File: config.mk
export PLATFORM = sky130hd
export DESIGN_NAME = uart_word_assembler
export DESIGN_NICKNAME = d
export VERILOG_FILES = /design/src/rtl/uart_word_assembler.sv
export SDC_FILE = /design/constraint.sdc
export NUM_CORES = 1
export LEC_CHECK = 0
export CAP_MARGIN = 20
export CORE_ASPECT_RATIO = 0.7
export CORE_MARGIN = 5
export CORE_UTILIZATION = 40
export DETAILED_ROUTE_END_ITERATION = 10
export PLACE_DENSITY = 0.73
export SLEW_MARGIN = 20
export SYNTH_ARGS = -nofsm -noshare
export SYNTH_HDL_FRONTEND = slang
export SYNTH_SLANG_ARGS = --single-unit
File: constraint.sdc
create_clock -name clk -period 2.25 [get_ports clk]
set_input_delay 0.3375 -clock clk [delete_from_list [all_inputs] [get_ports clk]]
set_output_delay 0.3375 -clock clk [all_outputs]
set_load 0.005 [all_outputs]
File: src/rtl/uart_word_assembler.sv
// ============================================================================
// Module   : uart_word_assembler
// Purpose  : Packs received UART bytes into BYTES_PER_WORD-byte words with a
//            valid/ready output, overrun and timeout pulses and error tagging.
// Options  : UART_WORD_ERROR_DISCARD_EN - erroneous bytes flush the partial
//            word and pulse o_word_error instead of tagging the completed word.
// Revision : 1.0 - initial release
// ============================================================================
`default_nettype none

module uart_word_assembler #(
   parameter int BYTES_PER_WORD = 2,
   parameter int LSB_FIRST      = 1,
   parameter int TIMEOUT_CYCLES = 0
) (
   input  logic                          clk,
   input  logic                          rst_n,
   input  logic [7:0]                    i_data_in,
   input  logic                          i_valid,
   input  logic                          i_ferror,
   input  logic                          i_perror,
   input  logic                          i_clear,
   input  logic                          i_word_ready,
   output logic [8*BYTES_PER_WORD-1:0]   o_word_out,
   output logic                          o_word_valid,
   output logic                          o_word_error,
   output logic [3:0]                    o_byte_count,
   output logic                          o_overrun,
   output logic                          o_timeout
);

   localparam int          c_WORD_W    = 8 * BYTES_PER_WORD;
   localparam logic [3:0]  c_LAST_SLOT = 4'(BYTES_PER_WORD - 1);
   localparam logic [15:0] c_TIMEOUT   = 16'(TIMEOUT_CYCLES);

   typedef enum logic [0:0] {
      S_EMPTY   = 1'b0,
      S_FILLING = 1'b1
   } state_t;

   state_t                r_state;
   logic [c_WORD_W-1:0]   r_buf;
   logic [3:0]            r_cnt;
   logic                  r_err_acc;
   logic [15:0]           r_idle;
   logic [c_WORD_W-1:0]   r_word_out;
   logic                  r_word_valid;
   logic                  r_word_error;
   logic                  r_overrun;
   logic                  r_timeout;

   logic                  w_byte_err;
   logic                  w_last;
   logic                  w_out_free;
   logic                  w_timeout_hit;
   logic [3:0]            w_slot;
   logic [c_WORD_W-1:0]   w_buf_ins;

   assign w_byte_err    = i_ferror | i_perror;
   assign w_last        = (r_cnt == c_LAST_SLOT);
   // A register being drained on this edge is as good as empty.
   assign w_out_free    = ~r_word_valid | i_word_ready;
   assign w_slot        = (LSB_FIRST != 0) ? r_cnt : (c_LAST_SLOT - r_cnt);
   assign w_timeout_hit = (TIMEOUT_CYCLES != 0) && ((r_idle + 16'd1) == c_TIMEOUT);

   always_comb begin
      w_buf_ins = r_buf;
      for (int k = 0; k < BYTES_PER_WORD; k++) begin
         if (w_slot == 4'(k)) begin
            w_buf_ins[8*k +: 8] = i_data_in;
         end
      end
   end

   always_ff @(posedge clk or negedge rst_n) begin
      if (!rst_n) begin
         r_state      <= S_EMPTY;
         r_buf        <= '0;
         r_cnt        <= 4'd0;
         r_err_acc    <= 1'b0;
         r_idle       <= 16'd0;
         r_word_out   <= '0;
         r_word_valid <= 1'b0;
         r_word_error <= 1'b0;
         r_overrun    <= 1'b0;
         r_timeout    <= 1'b0;
      end else begin
         r_overrun <= 1'b0;
         r_timeout <= 1'b0;

         if (r_word_valid && i_word_ready) begin
            r_word_valid <= 1'b0;
            r_word_error <= 1'b0;
         end
`ifdef UART_WORD_ERROR_DISCARD_EN
         r_word_error <= 1'b0;
`endif

         if (i_clear) begin
            r_state   <= S_EMPTY;
            r_buf     <= '0;
            r_cnt     <= 4'd0;
            r_err_acc <= 1'b0;
            r_idle    <= 16'd0;
`ifdef UART_WORD_ERROR_DISCARD_EN
         end else if (i_valid && w_byte_err) begin
            r_state      <= S_EMPTY;
            r_buf        <= '0;
            r_cnt        <= 4'd0;
            r_err_acc    <= 1'b0;
            r_idle       <= 16'd0;
            r_word_error <= 1'b1;
`endif
         end else if (i_valid) begin
            r_idle <= 16'd0;
            if (w_last) begin
               if (w_out_free) begin
                  r_word_out   <= w_buf_ins;
                  r_word_valid <= 1'b1;
                  r_word_error <= r_err_acc | w_byte_err;
               end else begin
                  r_overrun <= 1'b1;
               end
               r_state   <= S_EMPTY;
               r_buf     <= '0;
               r_cnt     <= 4'd0;
               r_err_acc <= 1'b0;
            end else begin
               r_state   <= S_FILLING;
               r_buf     <= w_buf_ins;
               r_cnt     <= r_cnt + 4'd1;
               r_err_acc <= r_err_acc | w_byte_err;
            end
         end else if (r_state == S_FILLING) begin
            if (w_timeout_hit) begin
               r_state   <= S_EMPTY;
               r_buf     <= '0;
               r_cnt     <= 4'd0;
               r_err_acc <= 1'b0;
               r_idle    <= 16'd0;
               r_timeout <= 1'b1;
            end else if (TIMEOUT_CYCLES != 0) begin
               r_idle <= r_idle + 16'd1;
            end
         end
      end
   end

   assign o_word_out   = r_word_out;
   assign o_word_valid = r_word_valid;
   assign o_word_error = r_word_error;
   assign o_byte_count = r_cnt;
   assign o_overrun    = r_overrun;
   assign o_timeout    = r_timeout;

endmodule

`default_nettype wire

==> flow_summary.json, run 1 <==
{
  "die_w_um": 92.3,
  "place_congestion": 0.789,
  "setup_tns_ns": 0,
  "antenna_found_initial": 0,
  "finalWirelength_um": 4220,
  "grt_pass1_wl_um": 7200,
  "crit_required_ns": 2.44,
  "outcome": "complete, no violations",
  "clock_sinks": 40,
  "min_period_ns": 1.93,
  "htreeDepth": 2,
  "critPathLaunchType": "flip-flop",
  "avgRoutedWirePerCell_um": 17.1,
  "coreArea_um2": 4680,
  "ys_types": 33,
  "p_int_w": 0.00149,
  "drtAntennaViolNets": 0,
  "grtUsageTotal": 0.155,
  "grt_pass1_vias": 1380,
  "fp.dieH_um": 67.6,
  "yosysWarnings": 0,
  "io_buffers": 37,
  "criticalPathCategory": "reg2reg",
  "setup_slack_ns": 0.325,
  "antenna_cells": 0,
  "crit_arrival_ns": 2.12,
  "avgSynthCellArea_um2": 13.0,
  "vias_per_cell": 5.15,
  "path_max_fanout": 16,
  "cts-root-buf": "clkbuf_8",
  "grt_overflow_total": 0,
  "synth_top_area_share": 0.528,
  "grt_max_degree": 41,
  "dp_worst_setup_slack_ns": 0.163,
  "final_cell_mix": "40 x dfrtp_1, 36 x clkdlybuf4s50_1, 22 x mux2_2",
  "clock_path_buffers": 2,
  "initial_core_util": 0.405,
  "die-area_um2": 6240,
  "p_clk_frac": 0.296,
  "holdBufCountCts": 0,
  "synth_fp_nets": 161,
  "clock_latency_ns": 0.30,
  "relSlewSlack": 0.402,
  "yosysTopAreaCell": "dfrtp_1",
  "min_path_type": "in2async",
  "synth.cell_area_um2": 1900,
  "syn2layout_area_growth_pct": 29.2,
  "synth_seq_area_share": 0.528,
  "fin_skew_ns": 0.00731,
  "power.density_nw_per_um2": 811,
  "end_kind": "flip-flop",
  "maxCapViolCount": 0,
  "dr.pass1.iters": 4,
  "hpwlAfterDp_um": 2890,
  "seq_power_share": 0.449,
  "synth_area_leaders": "dfrtp_1 53%, mux2_2 13%, mux2_4 7.9%, nand3b_1 3.6%, a21oi_1 2.6%",
  "clk_pin_slew_worst_paths_ns": 0.08,
  "p_comb_frac": 0.254,
  "power_leakage_nw": 1.08,
  "ios": 39,
  "synth_seq_cells": 40,
  "syn-instance-count": 146,
  "post-cts-setup-buffer-count": 0,
  "drive_gt1_frac": 0.296,
  "nNetsFinal": 203,
  "cts_buffers": 5,
  "p_sw_frac": 0.248,
  "peakVddDrop_mv": 0.412,
  "final_common_cell": "dfrtp_1",
  "drtIter0Drc": 61,
  "finalHoldViolCount": 0,
  "fmax_ghz": 0.519,
  "worstMarginPinSlew_ns": 0.897,
  "vias": 1267,
  "std_cell_rows": 21,
  "switchingPower_w": 0.000492,
  "rsz0062_at_grt": "false",
  "drv_slew": 0,
  "cts_tree": "yes",
  "ctsResizeCount": 0,
  "drc": 0,
  "finalCritPeriodShare": 0.856,
  "final-setup-viol-count": 0
}
-- power groups by stage --
stage | logic [W] | clock network [W] | registers [W]
after global placement | 0.000499 | 0 | 0.000903
after global routing | 0.000550 | 0.000627 | 0.000909
after floorplan | 0.000226 | 0 | 0.000897
after CTS | 0.000513 | 0.000606 | 0.000895
after detailed placement | 0.000508 | 0 | 0.000908
final | 0.000505 | 0.000589 | 0.000893
-- layout make-up --
type | instances | area, µm²
clock buffer | 5 | 68.8
clock inverter | 3 | 42.5
fill | 399 | 2230
inverter | 1 | 3.75
multi-input combinational | 96 | 832
sequential | 40 | 1000
tap | 57 | 71.3
timing repair buffer | 44 | 430
-- cells by family (layout without fill, tap and decap cells) --
| family | Yosys count | in the layout | synth area share |
|---|---|---|---|
| AND/OR/NAND/NOR | 46 | 46 | 0.170 |
| flip-flops | 40 | 40 | 0.528 |
| multiplexers | 32 | 32 | 0.210 |
| AO/OA/AOI/OAI | 14 | 14 | 0.0436 |
| buffers and inverters | 10 | 53 | 0.0330 |
| XOR/XNOR | 3 | 3 | 0.0139 |
| other | 1 | 1 | 0.00198 |
-- per-layer routing --
layer	global-route usage	part of all wire	wire, µm	up-vias
met5	0	0	0	-
met3	0.0479	0.055	232	7
met2	0.238	0.45	1900	40
met4	0.0778	0.020	85	0
li1	-	-	-	586
met1	0.201	0.47	2000	634
-- synth_stat cells (all sizes together) --
cell type,number
dfrtp,40
mux2,32
nand2,11
a21oi,10
nand3b,9
and2,8
buf,5
clkbuf,4
nor2,4
nor4b,2
o21a,2
or2,2
xor2,2
a2111oi,1
a211o,1
and3,1
conb,1
inv,1
nand2b,1
nand3,1
nand4,1
nor2b,1
nor3,1
nor3b,1
nor4,1
or3,1
or4b,1
xnor2,1
-- path summary, 6_finish.rpt --
check,to,slack (ns),cells after the start,start
worst min-delay path,r_buf[15],0.16,1,rst_n
min in group clk,r_buf[9],0.49,1,r_buf[9]
worst max-delay path,o_word_out[8],0.32,4,o_byte_count[0]
max in group asynchronous,o_word_error,1.53,1,rst_n
worst min register to register,r_buf[9],0.49,1,r_buf[9]
worst max register to register,o_word_out[8],0.32,4,o_byte_count[0]
-- flip-flops by register name, indices dropped and copies added, names as in the netlist --
signal / cells
o_overrun: 1
o_byte_count: 4
o_word_error: 1
r_err_acc: 1
o_word_valid: 1
o_word_out: 16
r_buf: 16
-- worst max-delay path: stages, from the launching register on --
cell	delay (ns)
dfrtp_1	0.68
nor4b_4	0.29
buf_4	0.23
mux2_2	0.36
mux2_4	0.25
-- stage by stage --
step | hold slack, ns | std cells | utilization | instance area [µm²] | total power, W
final | 0.162 | 246 | 0.524 | 2450 | 0.00199
after detailed placement | 0.470 | 238 | 0.500 | 2340 | 0.00142
after CTS | 0.188 | 246 | 0.524 | 2450 | 0.00201
after global placement | 0.465 | 238 | 0.500 | 2340 | 0.00140
after floorplan | 0.0419 | 146 | - | 1900 | 0.00112
after global routing | 0.248 | 246 | 0.524 | 2450 | 0.00209
No activity file was read; power rests on OpenSTA's default activity.
==> run 2, diff against run 1 <==
Clock period 2.25 ns to 2.15 ns, I/O delays scaled along.
==> run 2 against run 1 <==
Highest routed layer unchanged; critical path depth stayed put; global-route usage is 0.11 points lower; final area is 0.77% higher.
==> flow_summary.json, run 2 (synthesized netlist as in run 1, its figures left out) <==
{
  "setup_tns_ns": 0,
  "die_w_um": 92.3,
  "power_leakage_nw": 1.10,
  "clock_latency_ns": 0.29,
  "antenna_cells": 0,
  "holdBufCountCts": 0,
  "finalHoldViolCount": 0,
  "clock_path_buffers": 2,
  "initial_core_util": 0.405,
  "clk_pin_slew_worst_paths_ns": 0.08,
  "peakVddDrop_mv": 0.378,
  "fp.dieH_um": 67.6,
  "min_path_type": "in2async",
  "p_clk_frac": 0.290,
  "maxCapViolCount": 0,
  "post-cts-setup-buffer-count": 0,
  "antenna_found_initial": 0,
  "n_fill_cell": 397,
  "final_common_cell": "dfrtp_1",
  "cts_tree": "yes",
  "vias": 1256,
  "switchingPower_w": 0.000506,
  "drtAntennaViolNets": 0,
  "rr_worst_depth": 4,
  "clock_sinks": 40,
  "nNetsFinal": 206,
  "die-area_um2": 6240,
  "finalCritPeriodShare": 0.864,
  "min_period_ns": 1.86,
  "grt_pass1_wl_um": 7310,
  "rsz0062_at_grt": "false",
  "io_buffers": 37,
  "vias_per_cell": 5.04,
  "p_comb_frac": 0.260,
  "drc": 0,
  "final_cell_mix": "40 x dfrtp_1, 36 x clkdlybuf4s50_1, 22 x mux2_2",
  "criticalPathCategory": "reg2reg",
  "place_congestion": 0.811,
  "fmax_ghz": 0.538,
  "grt_pass1_vias": 1421,
  "grtUsageTotal": 0.154,
  "cts_buffers": 5,
  "finalWirelength_um": 4250,
  "coreArea_um2": 4680,
  "ctsResizeCount": 0,
  "cts-root-buf": "clkbuf_8",
  "hpwlAfterDp_um": 3010,
  "outcome": "complete, no violations",
  "avgRoutedWirePerCell_um": 17.1,
  "power.density_nw_per_um2": 842,
  "seq_power_share": 0.449,
  "grt_max_degree": 41,
  "drtIter0Drc": 48,
  "htreeDepth": 2,
  "syn2layout_area_growth_pct": 30.2,
  "drv_slew": 0,
  "relSlewSlack": 0.401,
  "end_kind": "flip-flop",
  "path_max_fanout": 16,
  "p_int_w": 0.00157,
  "drive_gt1_frac": 0.302,
  "final-setup-viol-count": 0,
  "worstMarginPinSlew_ns": 0.898,
  "fin_skew_ns": 0.0103,
  "dr.pass1.iters": 4,
  "p_sw_frac": 0.243,
  "ios": 39,
  "critPathLaunchType": "flip-flop",
  "power_w": 0.00208,
  "grt_overflow_total": 0,
  "crit_required_ns": 2.33,
  "crit_arrival_ns": 2.04,
  "std_cell_rows": 21
}
==> run 2: cell types whose count changed in the layout (fill, tap and decap cells not counted), sizes merged <==
cell / before / now
buf: 8 / 11
clkinvlp: 1 / 0
clkbuf: 5 / 6
==> run 2: path summary, 6_finish.rpt <==
| check | slack (ns) | endpoint | start |
|---|---|---|---|
| min in group clk | 0.49 | r_buf[10] | r_buf[10] |
| worst max register to register | 0.29 | o_word_out[5] | o_byte_count[2] |
| max in group asynchronous | 1.43 | r_err_acc | rst_n |
| worst max-delay path | 0.29 | o_word_out[5] | o_byte_count[2] |
| worst min register to register | 0.49 | r_buf[10] | r_buf[10] |
| worst min-delay path | 0.15 | r_buf[14] | rst_n |
==> run 2: power groups by stage <==
stage | combinational, W | sequential (W) | clock [W]
finish | 0.000541 | 0.000934 | 0.000603
global route | 0.000587 | 0.000952 | 0.000652
CTS | 0.000549 | 0.000936 | 0.000615
detailed placement | 0.000545 | 0.000948 | 0
global placement | 0.000535 | 0.000942 | 0
floorplan | 0.000236 | 0.000939 | 0
==> run 2: final cells by class <==
| class | count | area (µm²) | share of cell area |
|---|---|---|---|
| well taps | 57 | 71.3 | 0.0289 |
| inverters | 1 | 3.75 | 0.00152 |
| flip-flops and latches | 40 | 1000 | 0.405 |
| clock inverters | 2 | 35.0 | 0.0142 |
| multi-input cells | 96 | 832 | 0.337 |
| repair buffers | 47 | 453 | 0.183 |
| clock buffers | 6 | 72.6 | 0.0294 |
==> run 2: stage by stage <==
stage          utilization  setup WS, ns  hold WS [ns]  instances  area, µm²
5_1_grt              0.528         0.199         0.221        249       2470
2_1_floorplan            -         0.292        0.0269        146       1900
6_report             0.528         0.292         0.147        249       2470
4_1_cts              0.528         0.274         0.174        249       2470
3_3_place_gp         0.505        0.0886         0.465        241       2360
3_5_place_dp         0.505        0.0483         0.472        241       2360
==> run 2: critical path, stage by stage, from the launching register on <==
cell	delay [ns]
dfrtp_1	0.52
or3_4	0.45
nor3b_4	0.22
buf_12	0.20
mux2_2	0.35
==> run 2: per-layer routing <==
metal / vias to the layer above / share of wire / global-route usage
met5: - / 0 / 0
met4: 0 / 0.013 / 0.0593
met3: 8 / 0.055 / 0.0490
met2: 34 / 0.46 / 0.255
met1: 619 / 0.47 / 0.192
li1: 595 / - / -
==> run 3, diff against run 2 <==
Settings changed: REMOVE_ABC_BUFFERS from default to 1.
==> run 3 against run 2 <==
Sequential share of layout area is 0.29 points higher; sequential power hardly changed; cell count stayed put; combinational power hardly changed; via count is 2.4% higher; count of clock-buffer cells in the layout is 2 higher; final area is 0.71% lower; non-clock buffer count stayed put; wire length is 2.9% lower; largest power group unchanged; highest routed layer unchanged.
==> flow_summary.json, run 3 (synthesized netlist as in run 1, its figures left out) <==
{
  "drtAntennaViolNets": 0,
  "min_period_ns": 1.87,
  "r2r_slack_ns": 0.28,
  "dr.pass1.iters": 4,
  "switchingPower_w": 0.000496,
  "r2r_end": "o_word_out[0]",
  "place_congestion": 0.728,
  "post-cts-setup-buffer-count": 0,
  "power_leakage_nw": 1.09,
  "rsz0062_at_grt": "false",
  "fp.dieH_um": 67.6,
  "hpwlAfterDp_um": 2900,
  "outcome": "complete, no violations",
  "ctsResizeCount": 0,
  "p_comb_frac": 0.272,
  "htreeDepth": 2,
  "grt.busiest_layer": "met2",
  "worst_hold_slack_ns": 0.144,
  "cts_buffers": 5,
  "drive_gt1_frac": 0.297,
  "use_met3": 0.0568,
  "relSlewSlack": 0.417,
  "use_met1": 0.167,
  "fin_area_um2": 2450,
  "cts_tree": "yes",
  "final_cells": 249,
  "antenna_found_initial": 0,
  "nNetsFinal": 206,
  "fin_skew_ns": 0.00519,
  "n_fill_cell": 392,
  "path_cells": "or3_4, nor3b_4, buf_12, mux2_2",
  "grt_util_met2": 0.255,
  "ff_latch_area_um2": 1000,
  "finalHoldViolCount": 0,
  "final_cell_mix": "40 x dfrtp_1, 36 x clkdlybuf4s50_1, 22 x mux2_2",
  "vias": 1286,
  "holdBufCountCts": 0,
  "dp.cells": 241,
  "cts-root-buf": "clkbuf_8",
  "grt_pass1_vias": 1413,
  "cp.depth": 4,
  "multi_input_area_um2": 832,
  "io_buffers": 37,
  "p_int_w": 0.00149,
  "grt_overflow_total": 0,
  "avgRoutedWirePerCell_um": 16.6,
  "critPathBufInv": 1,
  "final_common_cell": "dfrtp_1",
  "die-area_um2": 6240,
  "drc": 0,
  "final_util": 0.524,
  "clock_path_buffers": 2,
  "maxCapViolCount": 0,
  "vias_per_cell": 5.16,
  "grt_max_degree": 41,
  "setup_tns_ns": 0,
  "p_clk_frac": 0.258,
  "peakVddDrop_mv": 0.493,
  "min_path_type": "in2async",
  "placed_cell_area_um2": 2360,
  "worstMarginPinSlew_ns": 0.875,
  "drtIter0Drc": 46,
  "syn2layout_area_growth_pct": 29.3,
  "criticalPathCategory": "reg2reg",
  "p_sw_frac": 0.250,
  "cp_slowest_stage_delay_ns": 0.52,
  "clk_pin_slew_worst_paths_ns": 0.08,
  "initial_core_util": 0.405,
  "crit_required_ns": 2.33,
  "seq_power_share": 0.470,
  "end_kind": "flip-flop",
  "final-setup-viol-count": 0,
  "coreArea_um2": 4680,
  "ios": 39,
  "die_w_um": 92.3,
  "crit_path_start": "o_byte_count[2]",
  "drv_slew": 0,
  "finalCritPeriodShare": 0.869,
  "crit_family": "simple AND/OR/NAND/NOR gates",
  "crit_arrival_ns": 2.05,
  "clock_latency_ns": 0.29,
  "antenna_cells": 0,
  "crit_path_end": "o_word_out[0]",
  "path_max_fanout": 16,
  "critPathLaunchType": "flip-flop",
  "rr_worst_depth": 4,
  "fmax_ghz": 0.535,
  "std_cell_rows": 21,
  "clock_sinks": 40,
  "finalWirelength_um": 4130,
  "regToRegStartpoint": "o_byte_count[2]",
  "slowest_stage": "dfrtp_1",
  "power.density_nw_per_um2": 810,
  "grtUsageTotal": 0.145,
  "grt_pass1_wl_um": 6920
}
[run 3: layer usage]
layer	routed length [µm]	vias up
met2	1940	31
li1	-	592
met3	250	6
met4	38	0
met5	0	-
met1	1900	657
[run 3: cell type report]
| class | count | share of cell area |
|---|---|---|
| well taps | 57 | 0.0291 |
| flip-flops and latches | 40 | 0.408 |
| multi-input cells | 96 | 0.339 |
| clock buffers | 8 | 0.0368 |
| inverters | 1 | 0.00153 |
| repair buffers | 47 | 0.185 |
[run 3: power groups by stage]
stage	Combinational, W	Clock [W]	Sequential (W)
after floorplan	0.000219	0	0.000945
after global placement	0.000534	0	0.000943
after detailed placement	0.000543	0	0.000946
after CTS	0.000548	0.000527	0.000934
after global routing	0.000582	0.000547	0.000951
final	0.000540	0.000513	0.000932
[run 3: worst register-to-register path, delay by kind of cell (launching register included)]
family	cells	cell delay, ns
buffers and inverters	1	0.20
DFF	1	0.52
muxes	1	0.36
and+or+nand+nor	2	0.68
[run 3: worst min path at each step]
| stage | end | slack (ns) | cells past startpoint |
|---|---|---|---|
| 2_1_floorplan | o_byte_count[0] | 0.03 | 0 |
| 3_3_place_gp | r_buf[13] | 0.46 | 1 |
| 3_5_place_dp | r_buf[14] | 0.47 | 1 |
| 4_1_cts | r_buf[11] | 0.17 | 1 |
| 5_1_grt | o_word_out[5] | 0.22 | 1 |
| 6_report | o_word_out[13] | 0.14 | 1 |
[run 3: stage by stage]
stage | setup WS, ns | power, W
detailed placement | 0.0443 | 0.00149
finish | 0.282 | 0.00198
global route | 0.232 | 0.00208
CTS | 0.274 | 0.00201
floorplan | 0.0582 | 0.00116
global placement | 0.0960 | 0.00148
